===== config.mk =====
export PLATFORM = sky130hd
export DESIGN_NAME = abc_accumulator
export DESIGN_NICKNAME = d
export VERILOG_FILES = /design/src/rtl/abc_accumulator_pkg.sv /design/src/rtl/abc_accumulator.sv
export SDC_FILE = /design/constraint.sdc
export NUM_CORES = 1
export LEC_CHECK = 0
export CAP_MARGIN = 20
export CELL_PAD_IN_SITES_DETAIL_PLACEMENT = 0
export CELL_PAD_IN_SITES_GLOBAL_PLACEMENT = 1
export CORE_AREA = 4 4 84 86
export DETAILED_ROUTE_END_ITERATION = 10
export DIE_AREA = 0 0 88 90
export PLACE_DENSITY = 0.84
export SLEW_MARGIN = 10
export SYNTH_ARGS = -nofsm -noshare
export SYNTH_HDL_FRONTEND = slang
export SYNTH_SLANG_ARGS = --single-unit

===== constraint.sdc =====
create_clock -name clk -period 5.3 [get_ports clk]
set_input_delay 1.06 -clock clk [delete_from_list [all_inputs] [get_ports clk]]
set_output_delay 1.06 -clock clk [all_outputs]
set_load 0.05 [all_outputs]

===== src/rtl/abc_accumulator_pkg.sv =====
// rtl/abc_accumulator_pkg.sv - shared A*B+C parameters and accumulator types
package ABC_parameter;

    localparam int lenght = 8;

    typedef enum logic {
        ACCUM = 1'b0,
        HOLD  = 1'b1
    } acc_state_t;

    function automatic int acc_width(input int frame_len);
        return 2 * lenght + $clog2(frame_len);
    endfunction

endpackage


===== src/rtl/abc_accumulator.sv =====
// rtl/abc_accumulator.sv - sums FRAME_LEN multiply-add results into a valid/ready frame sum
module abc_accumulator
    import ABC_parameter::*;
#(
    parameter int  FRAME_LEN = 8,
    localparam int GUARD     = $clog2(FRAME_LEN),
    localparam int ACC_W     = acc_width(FRAME_LEN),
    localparam int CNT_W     = (FRAME_LEN > 1) ? $clog2(FRAME_LEN) : 1
) (
    input  logic               clk,
    input  logic               rst_n,
    input  logic [2*lenght-1:0] in_data,
    input  logic               in_valid,
    output logic               in_ready,
    output logic [ACC_W-1:0]   out_sum,
    output logic               out_valid,
    input  logic               out_ready,
    output logic [CNT_W-1:0]   sample_cnt
);

    acc_state_t       state;
    acc_state_t       state_next;
    logic [ACC_W-1:0] acc;
    logic [ACC_W-1:0] sum;
    logic             accept;
    logic             take;
    logic             frame_end;
    logic             slot_free;

    assign accept    = in_valid && in_ready;
    assign take      = out_valid && out_ready;
    assign frame_end = accept && (sample_cnt == CNT_W'(FRAME_LEN - 1));
    assign slot_free = !out_valid || out_ready;
    assign sum       = acc + ACC_W'(in_data);

    always_ff @(posedge clk) begin
        if (!rst_n) begin
            state <= ACCUM;
        end else begin
            state <= state_next;
        end
    end

    always_comb begin
        state_next = state;
        case (state)
            ACCUM: if (frame_end && !slot_free) state_next = HOLD;
            HOLD:  if (take) state_next = ACCUM;
            default: state_next = ACCUM;
        endcase
    end

    always_comb begin
        in_ready = (state == ACCUM);
    end

    // A frame completing against a busy slot parks its sum in acc until the slot is taken.
    always_ff @(posedge clk) begin
        if (!rst_n) begin
            acc        <= '0;
            sample_cnt <= '0;
            out_sum    <= '0;
            out_valid  <= 1'b0;
        end else begin
            case (state)
                ACCUM: begin
                    if (take) begin
                        out_valid <= 1'b0;
                    end
                    if (accept) begin
                        if (frame_end) begin
                            sample_cnt <= '0;
                            if (slot_free) begin
                                out_sum   <= sum;
                                out_valid <= 1'b1;
                                acc       <= '0;
                            end else begin
                                acc <= sum;
                            end
                        end else begin
                            acc        <= sum;
                            sample_cnt <= sample_cnt + CNT_W'(1);
                        end
                    end
                end
                HOLD: begin
                    if (take) begin
                        out_sum <= acc;
                        acc     <= '0;
                    end
                end
                default: ;
            endcase
        end
    end

    logic unused_guard;
    assign unused_guard = ^GUARD;

endmodule


; ---- Yosys cells after proc, flatten, opt, wreduce, memory -nomap -nowiden
; Cells that the tools add are included.
[word_totals]
reg_bits = 43
input_bits = 20
out_inout_bits = 24
elab_cells = 41
[op_classes]
addsub = 2
n_eq_ne = 5
muxes = 18
bitwise = 1
n_reduce_logical = 10
[op_table]
columns = op, count
row1 = 2-to-1 mux 19 bit, 8
row2 = case mux 19 bit (2 select lines), 2
row3 = adder 19 x 16 -> 19 bit, 1
row4 = "!= test 2 x 1 -> 1 bit, second input constant", 4
row5 = 2-to-1 mux 1 bit, 6
row6 = logical AND 1 bit, 4
row7 = AND reduction 2 bit, 2
row8 = AND reduction 4 bit, 1
row9 = "adder 3 x 1 -> 3 bit, second input constant", 1
row10 = "equality test 3 bit, second input constant", 1
row11 = 2-to-1 mux 3 bit, 1
row12 = logical NOT 1 bit, 2
row13 = case mux 1 bit (2 select lines), 1
row14 = logical OR 1 bit, 1
row15 = NOT 1 bit, 1

; ---- Longest topological paths before layout
; Gate-level depths: netlist (run 1).
[logic_depth]
depth_word = 6
ltp_mapped = 8
ltp_nobuf = 8

; ---- Worst setup path before layout (run 1)
; OpenSTA, ideal clock, no wires.
[synth_path]
path_kind = input to register
from = input in_data[0]
to = register out_sum[16]
setup_ns = 0.074
t_arrival_ns = 2.681
t_required_ns = 5.226
slack_ns = 2.545
stages = 8
n_path_buf = 0
path_cell_list = ha_1 > fa_1 > a21oi_1 > o221ai_1 > a21oi_2 > o21bai_1 > a21o_1 > a31oi_1
[synth_between]
elab_chain_len = 5
[synth_lines]
columns = element, line_no
row1 = from (decl), abc_accumulator.sv:12  ; input logic [2*lenght-1:0] in_data,
row2 = adder 19 x 16 -> 19 bit, abc_accumulator.sv:34  ; assign sum = acc + ACC_W'(in_data);
row3 = 2-to-1 mux 19 bit, abc_accumulator.sv:73  ; if (slot_free) begin
row4 = 2-to-1 mux 19 bit, abc_accumulator.sv:71  ; if (frame_end) begin
row5 = 2-to-1 mux 19 bit, abc_accumulator.sv:70  ; if (accept) begin
row6 = case mux 19 bit (2 select lines), abc_accumulator.sv:65  ; case (state)
row7 = to (signal assigned), abc_accumulator.sv:74  ; out_sum <= sum;
row8 = to (decl), abc_accumulator.sv:15  ; output logic [ACC_W-1:0] out_sum,
; No other way between the ends. The select of a mux whose other input is x is not followed.
; A chain may end at the register's enable or synchronous reset.

; ---- Worst setup path in the final report (run 1)
; Same ends and word-level chain as after synthesis.

==> results_dict.tcl, run 1 <==
set metrics [dict create \
    rows 29 \
    cts-resized-gates 0 \
    hpwlAfterDp_mm 4.71 \
    drtAntennaViolNets 0 \
    die_area_sq_um 7920 \
    peakVddDrop_mv 0.136 \
    cts_max_level 2 \
    cts_buffers 5 \
    startpoint_type "primary input" \
    final_cell_mix "43 x dfxtp_1, 43 x clkdlybuf4s50_1, 41 x nand2_1, 34 x a21oi_1, 24 x o21ai_0" \
    wl_per_cell_microns 14.9 \
    timing.critical_path.max_delay_family "compound AO/OA/AOI/OAI gates" \
    port_buffers 43 \
    fin_util 0.501 \
    async_flop_share 0 \
    cp.arrival_ns 3.35 \
    vias 2418 \
    viasPerCell 5.57 \
    avgSynthCellArea_sq_um 7.99 \
    clock_skew_ns 0.00684 \
    cp_cell_sequence "clkdlybuf4s50_1, ha_1, fa_1, a21oi_1, o221ai_1, a21oi_2, o21bai_1, a21o_1, a31oi_1" \
    die_h_microns 90 \
    gr-total-overflow 0 \
    syn_area_sq_um 2560 \
    setup_viol 0 \
    nets 395 \
    core_sq_um 6280 \
    final_cells 434 \
    synth-main-ff-cell "dfxtp_1" \
    holdBufCountCts 0 \
    synthCells 320 \
    crit_path_end_kind "register" \
    hold_viol 0 \
    fin_crit_sh 0.589 \
    slew_headroom 0.439 \
    clock_latency_ns 0.30 \
    cts.clk_slew.worst_paths_ns 0.08 \
    worst_pin_slew_ns 0.840 \
    antenna_found_initial 0 \
    slowest_stage "clkdlybuf4s50_1" \
    postCtsSetupBuffers 0 \
    holdCritPathClass "reg2reg" \
    grt_max_degree 32 \
    clock_path_buffers 2 \
    root_buffer "clkbuf_8" \
    critical_path_class "in2reg" \
    track_usage 0.174 \
    cp_max_fo 4 \
    clkSinkCount 43 \
    powerDensity_nw_per_um2 281 \
    synth_edf_count 0 \
    min_period_ns 3.12 \
    leakage_nw 1.21 \
    cp.required_ns 5.53 \
    ys_ff_latch 43 \
    grt_first_pass_wirelength_mm 11.2 \
    die_x_microns 88 \
    drc 0 \
    io_pins 44 \
    crit_buf_inv 1 \
    max_freq_mhz 320 \
    finalPower_mw 0.884 \
    syn_nets 359 \
    ys_seq_area_frac 0.337 \
    slowest_delay_ns 0.42 \
    status "complete, no violations" \
    dp.cells 426 \
    area_delta_synth_final_pct 23.2 \
    drv_cap 0 \
    gp_congestion 0.802 \
    finalMaxSlewViolations 0 \
    ys_warn_count 0 \
    drtPass1Iterations 4 \
    rsz0062_at_grt "false" \
    layout-drive-gt1-share 0.0504 \
    ys_types 49 \
    grt_pass1_vias 2331 \
    tritoncts "yes" \
    wl_mm 6.49 \
    antenna_cells 0 \
    fin_setup_tns_ns 0 \
    start_util 0.407 \
    drtIter0Drc 108 \
]
==> layout make-up <==
cell class                 instances  area, sq um
multi-input combinational        250         1580
clock inverter                     3         43.8
tap                               77         96.3
inverter                           9         33.8
clock buffer                       5         68.8
timing repair buffer              47          460
fill                             609         3130
sequential                        43          861
==> layer usage <==
layer	up-vias	GRT usage	wire length, microns
met1	1130	0.234	3080
li1	1239	-	-
met3	6	0.0201	211
met2	43	0.286	3100
met4	0	0.0563	95
met5	-	0	0
==> cell families (layout without fill, tap and decap cells) <==
kind of cell | count (synthesis) | in the layout | share of synthesized area
adder cells (fa/ha/maj) | 19 | 19 | 0.0959
XOR/XNOR | 12 | 12 | 0.0411
multiplexers | 3 | 3 | 0.0117
flip-flops | 43 | 43 | 0.337
buffers and inverters | 27 | 64 | 0.0436
AND/OR/NAND/NOR | 98 | 98 | 0.179
AO/OA/AOI/OAI | 118 | 118 | 0.292
==> report_power, final <==
part	total [mW]	internal [mW]	leakage [nW]	switching, mW
clock	0.260	0.140	0.0581	0.120
sequential	0.365	0.345	0.350	0.0198
combinational	0.259	0.114	0.807	0.146
total	0.884	0.599	1.21	0.285
==> Yosys cell counts, types with 7 or more instances <==
library cell	instances	share of area
nand3_1	10	0.020
ha_1	18	0.088
a31oi_1	8	0.020
xnor2_1	10	0.034
a21oi_1	34	0.067
nor2_1	21	0.031
a21o_1	7	0.021
clkbuf_1	14	0.021
o211ai_1	8	0.023
dfxtp_1	43	0.34
o21ai_0	24	0.047
nand2_1	41	0.060
inv_1	8	0.012
==> path summary, 6_finish.rpt <==
path	from	end	slack, ns	cells after the start
worst max-delay path	in_data[0]	out_sum[16]	2.18	9
worst min-delay path	acc[8]	acc[8]	0.48	2
worst max register to register	state	acc[9]	2.65	6
worst min register to register	acc[8]	acc[8]	0.48	2
==> per-stage QoR <==
step                      worst slack (ns)  hold slack, ns  instance area, sq um
after detailed placement              1.88           0.459                  3040
final                                 2.18           0.475                  3150
after global routing                  2.02           0.505                  3150
after global placement                1.91           0.448                  3040
after floorplan                       2.54           0.439                  2560
after CTS                             2.17           0.471                  3150
==> worst min-delay path, delay by kind of cell (launching register included) <==
kind	cells	cell delay, ns
DFF	1	0.33
and+or+nand+nor	2	0.11
==> registers in the layout, indices dropped and copies added (netlist names) <==
register,cells
sample_cnt,3
state,1
out_valid,1
out_sum,19
acc,19
No activity file was read; power rests on OpenSTA's default activity.
==> run 2, diff against run 1 <==
- CORE_AREA: 4 4 84 86 -> 4 4 91 93
- DIE_AREA: 0 0 88 90 -> 0 0 95 97
- PLACE_DENSITY: 0.84 -> 0.76
- clock period: 5.3 -> 2.6 ns (I/O delays scaled with it)
==> results_dict.tcl, run 2 (synthesis results as in run 1) <==
set metrics [dict create \
    status "complete, no violations" \
    placed_area_sq_um 3230 \
    wl_per_cell_microns 14.4 \
    holdBufCountCts 0 \
    area_delta_synth_final_pct 31.2 \
    cp_cell_sequence "clkdlybuf4s50_1, ha_1, fa_1, a21oi_2, o221ai_2, a21oi_2, buf_4, xnor2_1, nand2_1, a31oi_1" \
    p_sw_mw 0.612 \
    p_sw_frac 0.341 \
    fin_crit_sh 0.962 \
    core_sq_um 7530 \
    fin_setup_tns_ns 0 \
    gp_congestion 0.916 \
    worst_pin_slew_ns 0.510 \
    wl_mm 6.94 \
    slowest_stage "clkdlybuf4s50_1" \
    port_buffers 43 \
    drtPass1Iterations 4 \
    nFillCells 807 \
    drc 0 \
    cts_max_level 2 \
    hold_viol 0 \
    slowest_delay_ns 0.41 \
    drtAntennaViolNets 0 \
    vias 2468 \
    io_pins 44 \
    antenna_cells 0 \
    cts.clk_slew.worst_paths_ns 0.09 \
    min_path_cells 2 \
    finalMaxSlewViolations 0 \
    holdCritPathClass "reg2reg" \
    clock_latency_ns 0.30 \
    final_common_cell "dfxtp_1" \
    grt_first_pass_wirelength_mm 11.5 \
    worst_path_most_repeated_cell "a21oi_2" \
    clock_path_buffers 2 \
    viasPerCell 5.13 \
    crit_path_end_kind "register" \
    drv_cap 0 \
    rows 32 \
    fin_ws_ns 0.0977 \
    grt_pass1_vias 2385 \
    slew_headroom 0.659 \
    final_area_sq_um 3350 \
    cp.arrival_ns 2.73 \
    regArea_sq_um 861 \
    setup_viol 0 \
    cts_buffers 5 \
    power_frac_comb 0.336 \
    post-place-ws_ns -0.280 \
    finalPower_mw 1.79 \
    clkSinkCount 43 \
    antenna_found_initial 0 \
    grt_max_degree 32 \
    leakage_nw 1.31 \
    hpwlAfterDp_mm 5.16 \
    die_h_microns 97 \
    startpoint_type "primary input" \
    nets 417 \
    final_cell_mix "43 x dfxtp_1, 42 x clkdlybuf4s50_1, 41 x nand2_1, 33 x a21oi_1, 26 x buf_4" \
    pwr-share-seq 0.415 \
    layout-drive-gt1-share 0.119 \
    pwr-share-clk 0.249 \
    reg2reg_depth 9 \
    track_usage 0.155 \
    cp.required_ns 2.83 \
    die_x_microns 95 \
    root_buffer "clkbuf_8" \
    gr-total-overflow 0 \
    drtIter0Drc 80 \
    cp_max_fo 4 \
    reg.largest.list "acc (19), out_sum (19), sample_cnt (3)" \
    max_freq_mhz 400 \
    tritoncts "yes" \
    min_period_ns 2.50 \
    die_area_sq_um 9220 \
    clock_skew_ns 0.00835 \
    multi_input_area_sq_um 1600 \
    start_util 0.340 \
    critical_path_class "in2reg" \
    peakVddDrop_mv 0.226 \
    powerDensity_nw_per_um2 535 \
    intPower_mw 1.18 \
]
## run 2: worst paths after layout
path,slack (ns),end,startpoint
setup / recovery,0.1,out_sum[12],in_data[0]
setup reg to reg,0.41,out_sum[12],acc[0]
hold / removal,0.47,acc[13],acc[13]
hold reg to reg,0.47,acc[13],acc[13]
## run 2: metrics by stage
step / hold slack (ns) / instances / utilization
global placement: 0.453 / 471 / 0.429
detailed placement: 0.457 / 471 / 0.429
finish: 0.470 / 481 / 0.445
floorplan: 0.439 / 320 / -
CTS: 0.471 / 479 / 0.441
global route: 0.500 / 481 / 0.445
## run 2: cell type report
| type | instances | share of cell area |
|---|---|---|
| multi-input cells | 250 | 0.478 |
| clock buffers | 5 | 0.0205 |
| well taps | 102 | 0.0381 |
| repair buffers | 69 | 0.190 |
| clock inverters | 3 | 0.00709 |
| flip-flops and latches | 43 | 0.257 |
| inverters | 9 | 0.0101 |
## run 2: critical path: cells and delay by family
kind / cells / cell delay [ns]
XOR/XNOR: 1 / 0.14
AND/OR/NAND/NOR: 1 / 0.08
buffers and inverters: 2 / 0.57
AO/OA/AOI/OAI: 4 / 0.77
adder cells (fa/ha/maj): 2 / 0.66
## run 2: what timing repair did
| item | CTS | global route |
|---|---|---|
| endpoints found under the setup margin | 0 | 10 |
| setup buffers | 0 | 2 |
| resized for setup | 0 | 4 |
## run 2: metal layers
metal / up-vias / track usage / wire length (microns)
li1: 1285 / - / -
met1: 1117 / 0.213 / 3290
met2: 54 / 0.243 / 3190
met3: 12 / 0.0249 / 294
met4: 0 / 0.0533 / 167
met5: - / 0 / 0
## run 2: power groups by stage
stage          combinational [mW]  sequential (mW)  clock [mW]
4_1_cts                     0.591            0.744       0.468
6_report                    0.602            0.744       0.447
3_5_place_dp                0.587            0.759           0
3_3_place_gp                0.583            0.757           0
5_1_grt                     0.679            0.751       0.492
2_1_floorplan               0.398            0.757           0
